**src/rtl/imem_loader.sv**
```systemverilog
// Byte-stream program loader: parses a 16-bit word count, assembles big-endian words and writes imem.
// Optional trailing XOR checksum byte is enabled by defining IMEM_LOADER_CHECKSUM_EN.
module imem_loader #(
  parameter int ADDR_W = 8,
  parameter int DEPTH  = 256
) (
  input  logic              clk,
  input  logic              rst,
  input  logic              start,
  input  logic [7:0]        in_data,
  input  logic              in_valid,
  output logic              in_ready,
  output logic              imem_we,
  output logic [ADDR_W-1:0] imem_addr,
  output logic [31:0]       imem_wdata,
  output logic              cpu_hold,
  output logic              load_done,
  output logic              load_err,
  output logic [15:0]       words_loaded
);

`ifdef IMEM_LOADER_CHECKSUM_EN
  typedef enum logic [2:0] {IDLE, LEN_HI, LEN_LO, DATA, WRITE, CHK, DONE, ERR} state_t;
  localparam state_t FINISH = CHK;
`else
  typedef enum logic [2:0] {IDLE, LEN_HI, LEN_LO, DATA, WRITE, DONE, ERR} state_t;
  localparam state_t FINISH = DONE;
`endif

  localparam logic [16:0] DepthLim = 17'(DEPTH);

  state_t              state, stateNext;
  logic [15:0]         lenReg;
  logic [23:0]         shiftReg;
  logic [1:0]          byteCnt;
  logic [15:0]         wordsLoaded;
  logic [ADDR_W-1:0]   imemAddr;
  logic [31:0]         imemWdata;
  logic                accept;
  logic                startTake;
  logic [15:0]         lenFull;
  logic                lastWord;
`ifdef IMEM_LOADER_CHECKSUM_EN
  logic [7:0]          chkReg;
`endif

  always_comb begin
    in_ready = 1'b0;
    case (state)
      LEN_HI, LEN_LO, DATA: in_ready = 1'b1;
`ifdef IMEM_LOADER_CHECKSUM_EN
      CHK:                  in_ready = 1'b1;
`endif
      default:              in_ready = 1'b0;
    endcase
  end

  assign accept    = in_valid && in_ready;
  assign startTake = start && (state == IDLE || state == DONE || state == ERR);
  assign lenFull   = {lenReg[15:8], in_data};
  assign lastWord  = ((wordsLoaded + 16'd1) == lenReg);

  assign imem_we      = (state == WRITE);
  assign imem_addr    = imemAddr;
  assign imem_wdata   = imemWdata;
  assign cpu_hold     = (state != DONE);
  assign load_done    = (state == DONE);
  assign load_err     = (state == ERR);
  assign words_loaded = wordsLoaded;

  always_comb begin
    stateNext = state;
    case (state)
      IDLE, DONE, ERR: if (start) stateNext = LEN_HI;
      LEN_HI:          if (accept) stateNext = LEN_LO;
      LEN_LO: begin
        if (accept) begin
          if ({1'b0, lenFull} > DepthLim) stateNext = ERR;
          else if (lenFull == 16'd0)      stateNext = FINISH;
          else                            stateNext = DATA;
        end
      end
      DATA:            if (accept && byteCnt == 2'd3) stateNext = WRITE;
      WRITE:           stateNext = lastWord ? FINISH : DATA;
`ifdef IMEM_LOADER_CHECKSUM_EN
      CHK:             if (accept) stateNext = (in_data == chkReg) ? DONE : ERR;
`endif
      default:         stateNext = IDLE;
    endcase
  end

  always_ff @(posedge clk) begin
    if (rst) begin
      state       <= IDLE;
      lenReg      <= '0;
      shiftReg    <= '0;
      byteCnt     <= '0;
      wordsLoaded <= '0;
      imemAddr    <= '0;
      imemWdata   <= '0;
`ifdef IMEM_LOADER_CHECKSUM_EN
      chkReg      <= '0;
`endif
    end else begin
      state <= stateNext;
      if (startTake) begin
        byteCnt     <= '0;
        wordsLoaded <= '0;
`ifdef IMEM_LOADER_CHECKSUM_EN
        chkReg      <= '0;
`endif
      end
      case (state)
        LEN_HI: if (accept) lenReg[15:8] <= in_data;
        LEN_LO: if (accept) lenReg[7:0] <= in_data;
        DATA: begin
          if (accept) begin
            shiftReg <= {shiftReg[15:0], in_data};
            byteCnt  <= byteCnt + 2'd1;
`ifdef IMEM_LOADER_CHECKSUM_EN
            chkReg   <= chkReg ^ in_data;
`endif
            // Latch address/word on the 4th byte so they are stable through WRITE and held after.
            if (byteCnt == 2'd3) begin
              imemAddr  <= wordsLoaded[ADDR_W-1:0];
              imemWdata <= {shiftReg, in_data};
            end
          end
        end
        WRITE: wordsLoaded <= wordsLoaded + 16'd1;
        default: ;
      endcase
    end
  end

endmodule

```
**config.mk**
```make
export PLATFORM = sky130hd
export DESIGN_NAME = imem_loader
export DESIGN_NICKNAME = d
export VERILOG_FILES = /design/src/rtl/imem_loader.sv
export SDC_FILE = /design/constraint.sdc
export NUM_CORES = 1
export LEC_CHECK = 0
export ABC_AREA = 1
export BUFFER_PORTS_ARGS = -buffer_cell sky130_fd_sc_hd__buf_2
export CORE_ASPECT_RATIO = 1.1
export CORE_MARGIN = 2
export CORE_UTILIZATION = 56
export DETAILED_ROUTE_END_ITERATION = 10
export PLACE_DENSITY = 0.79
export SLEW_MARGIN = 30
export SYNTH_ARGS = -nofsm -noshare
export SYNTH_HDL_FRONTEND = slang
export SYNTH_SLANG_ARGS = --single-unit
```
**constraint.sdc**
```tcl
create_clock -name clk -period 2.4 [get_ports clk]
set_clock_uncertainty 0.15 [all_clocks]
set_input_delay 0.24 -clock clk [delete_from_list [all_inputs] [get_ports clk]]
set_output_delay 0.24 -clock clk [all_outputs]
set_load 0.05 [all_outputs]
```
==> key figures <==
Status
  – Status: finished, final reports clean

Pwr
  – Internal power: between 2 and 2.5 mW
  – Comb pwr share: around a fifth
  – P_sw: 1.20 mW
  – Switching portion of total power: around a third
  – Peak VDD IR: 0.423 mV
  – Clock network power share: 30.4%
  – Power per cell area: between 700 and 800 nW/um^2
  – LEAKAGE: 2.29 nW
  – Sequential power share: 49.6%

Cells and area
  – Layout area overhead: 15.0%
  – Final nets: approximately 710
  – Most frequent cells in the layout: nand2_1, dfxtp_1, nor2_1, buf_2, a21oi_1
  – Layout cells sized above 1: 17.0%
  – Commonest non-fill, non-tap cell in the layout: nand2_1
  – Design area: 5150 sq um
  – Final core occ: 65.7%
  – ANT cells: 0

Route
  – Final wirelength: 11,100 um
  – DRC violations left: 0
  – Pre-antenna DRT Iters: 5
  – Final ANT Viol Nets: 0
  – Drt first-iter violations: 239
  – Routed via count: 4,300
  – Via-to-Cell Ratio: 5.31
  – Wire per inst: 13.8 um

Timing
  – Slew headroom: ~53%
  – TNS Setup: 0 ps
  – Period utilization: 85.6%
  – Pins over their slew limit: 0
  – Setup-failing EPs final: 0
  – FMAX: approximately 500 MHz
  – Final Hold Fails: 0
  – Worst-Margin Slew: 703 ps
  – RSZ-0062 raised after global routing: no
  – Fin crit period: between 2000 and 2500 ps

GRT
  – Largest net degree at the start of global routing: 52
  – GRT met3 Usage: 4.90%
  – Total Routing Usage GR: between 20% and 30%
  – Grt ovf: 0
  – Antenna violations before repair: 0
  – Met2 global-route usage: 44.4%
  – M1 GR Usage: roughly a third
  – First-pass GRT wire length: roughly 18,000 um
  – Global route hottest layer: met2
  – Number of global-route vias before repair: 4,043

Hold path
  – Hold Crit Start: in_data[6]
  – Min-Delay Path Class: input pin to flip-flop
  – Hold Path End: shiftReg[6]
  – Hold depth: 3

Worst setup path
  – Worst EP required: ~2500 ps
  – Top Family by Delay on Critical Path: simple AND/OR/NAND/NOR gates
  – Most frequent CP cell: nand2_1
  – WP buf/inv: 0
  – Reg-to-Reg End: state[1]
  – FF-to-FF Start: words_loaded[3]
  – CP arrival: 2140 ps
  – Setup CP Type: flip-flop to flip-flop
  – CP startpoint kind: flip-flop
  – R2R Setup Slk: 350 ps
  – Critical path peak fanout: 6
  – Cells on worst reg2reg path: 11
  – CP endpoint kind: flip-flop
  – CP max-delay cell: dfxtp_1
  – Critical-path cell list: nand3_1 -> o21ai_0 -> nand2_1 -> nand2_1 -> nand3_1 -> nor2_2 -> nand3_1 -> nand2_1 -> nand2_1 -> nand2_1 -> a21oi_1
  – Critical Path Max Stage Delay: 500 ps

Logic synthesis
  – Mapped Cells: 633
  – Synth area leader: dfxtp_1
  – Largest cells by area after synthesis: dfxtp_1, nand2_1, a21oi_1, nor2_1, o21ai_0
  – Syn_area_per_cell: 7.07 sq um
  – Synthesized area: around 4500 sq um
  – Post-synth net total: 647
  – Post-synth top area share: ~45%
  – Ys async rst share: 0%
  – Yosys warnings: 0
  – Distinct cell type count after synthesis: 30
  – #FFs+latches synth: 101
  – Post-synth EDFFs: 0
  – Main synth FF type: dfxtp_1
  – Sequential area share after synthesis: between 40% and 50%

CTS
  – Clk sinks: 101
  – Post-CTS sizing: 0
  – CTS Buf Count: 9
  – Setup Fix Bufs, Post-CTS: 0
  – Clk buf depth: 2
  – Clock Root Buffer: clkbuf_8
  – Cts hold-fix bufs: 0
  – CTS tree: done
  – Clk_lat worst skew: around 360 ps
  – H-tree depth: 3
  – Clock transition at path regs: 100 ps

Die
  – Die width: 89.2 um
  – Row count: 34
  – Die ar.: 8720 sq um
  – Initial Util: 57.2%
  – DIE HEIGHT: around 100 um
  – Core area: 7830 sq um
  – Ports: 73

Placement
  – Dpl hpwl: 8030 um
  – Routability Congestion: 0.914
  – Input/output buffers: 72
  – Placed Area: just under 5000 sq um

Run
  – Max cap viols: 0
-- synthesized netlist by cell type, types with 3 or more instances --
master / number
clkbuf_1: 20
a211oi_1: 12
nand2_2: 3
nand2_1: 142
dfxtp_1: 101
buf_2: 6
nand3_1: 45
o21ai_0: 53
nand4_1: 14
nor2_2: 5
nor2_1: 83
nor2_4: 5
a21oi_1: 70
inv_1: 53
-- power groups by stage --
stage	combinational, mW	clock (mW)	sequential, mW
after detailed placement	0.724	0	1.86
after CTS	0.729	1.13	1.82
after global placement	0.704	0	1.86
after global routing	0.828	1.20	1.84
after floorplan	0.551	0	1.85
final	0.735	1.12	1.83
-- worst max-delay path by stage --
stage / from / to / slack, ps / cells past startpoint
after detailed placement: words_loaded[3] / state[1] / 360 / 11
after floorplan: words_loaded[0] / state[1] / 50 / 14
final: words_loaded[3] / state[1] / 350 / 11
after global placement: words_loaded[0] / state[1] / 440 / 14
after global routing: words_loaded[1] / state[1] / 110 / 14
after CTS: words_loaded[3] / state[1] / 350 / 11
-- worst register-to-register path: stages, from the launching register on --
cell and delay [ps]:
dfxtp_1 500, nand3_1 220, o21ai_0 330, nand2_1 90, nand2_1 70, nand3_1 90, nor2_2 170, nand3_1 100
nand2_1 60, nand2_1 50, nand2_1 50, a21oi_1 50
-- through the flow --
stage / hold slack (ps) / setup WS, ps / power [mW] / instances
2_1_floorplan: 239 / 47.4 / 2.40 / 633
3_3_place_gp: 303 / 440 / 2.56 / 794
3_5_place_dp: 307 / 365 / 2.59 / 794
4_1_cts: 6.51 / 347 / 3.69 / 810
5_1_grt: 13.7 / 113 / 3.86 / 810
6_report: 19.0 / 346 / 3.68 / 810
-- sequential cells by signal, indices dropped and copies added (netlist names) --
signal and cells:
imem_wdata 32, shiftReg 24, lenReg 16, words_loaded 16, imem_addr 8, state 3
byteCnt 2
-- area by class of cell --
cell class	count	area [sq um]
Clock buffer	9	124
Clock inverter	7	80.1
Fill cell	722	2680
Inverter	56	210
Multi-Input combinational cell	447	2130
Sequential cell	101	2020
Tap cell	108	135
Timing Repair Buffer	82	448
-- logic make-up after synthesis --
| family | synth area share, % |
|---|---|
| AND/OR/NAND/NOR | 29.6 |
| AO/OA/AOI/OAI | 16.7 |
| flip-flops | 45.2 |
| buffers and inverters | 7.38 |
| XOR/XNOR | 0.587 |
| adder cells (fa/ha/maj) | 0.559 |
-- layer usage --
metal	wire [um]	vias up	share of wire (%)
li1	-	2193	-
met1	4730	1947	42
met2	5510	131	49
met3	536	29	4.8
met4	367	0	3.3
met5	0	-	0
(Power assumes the default switching activity.)
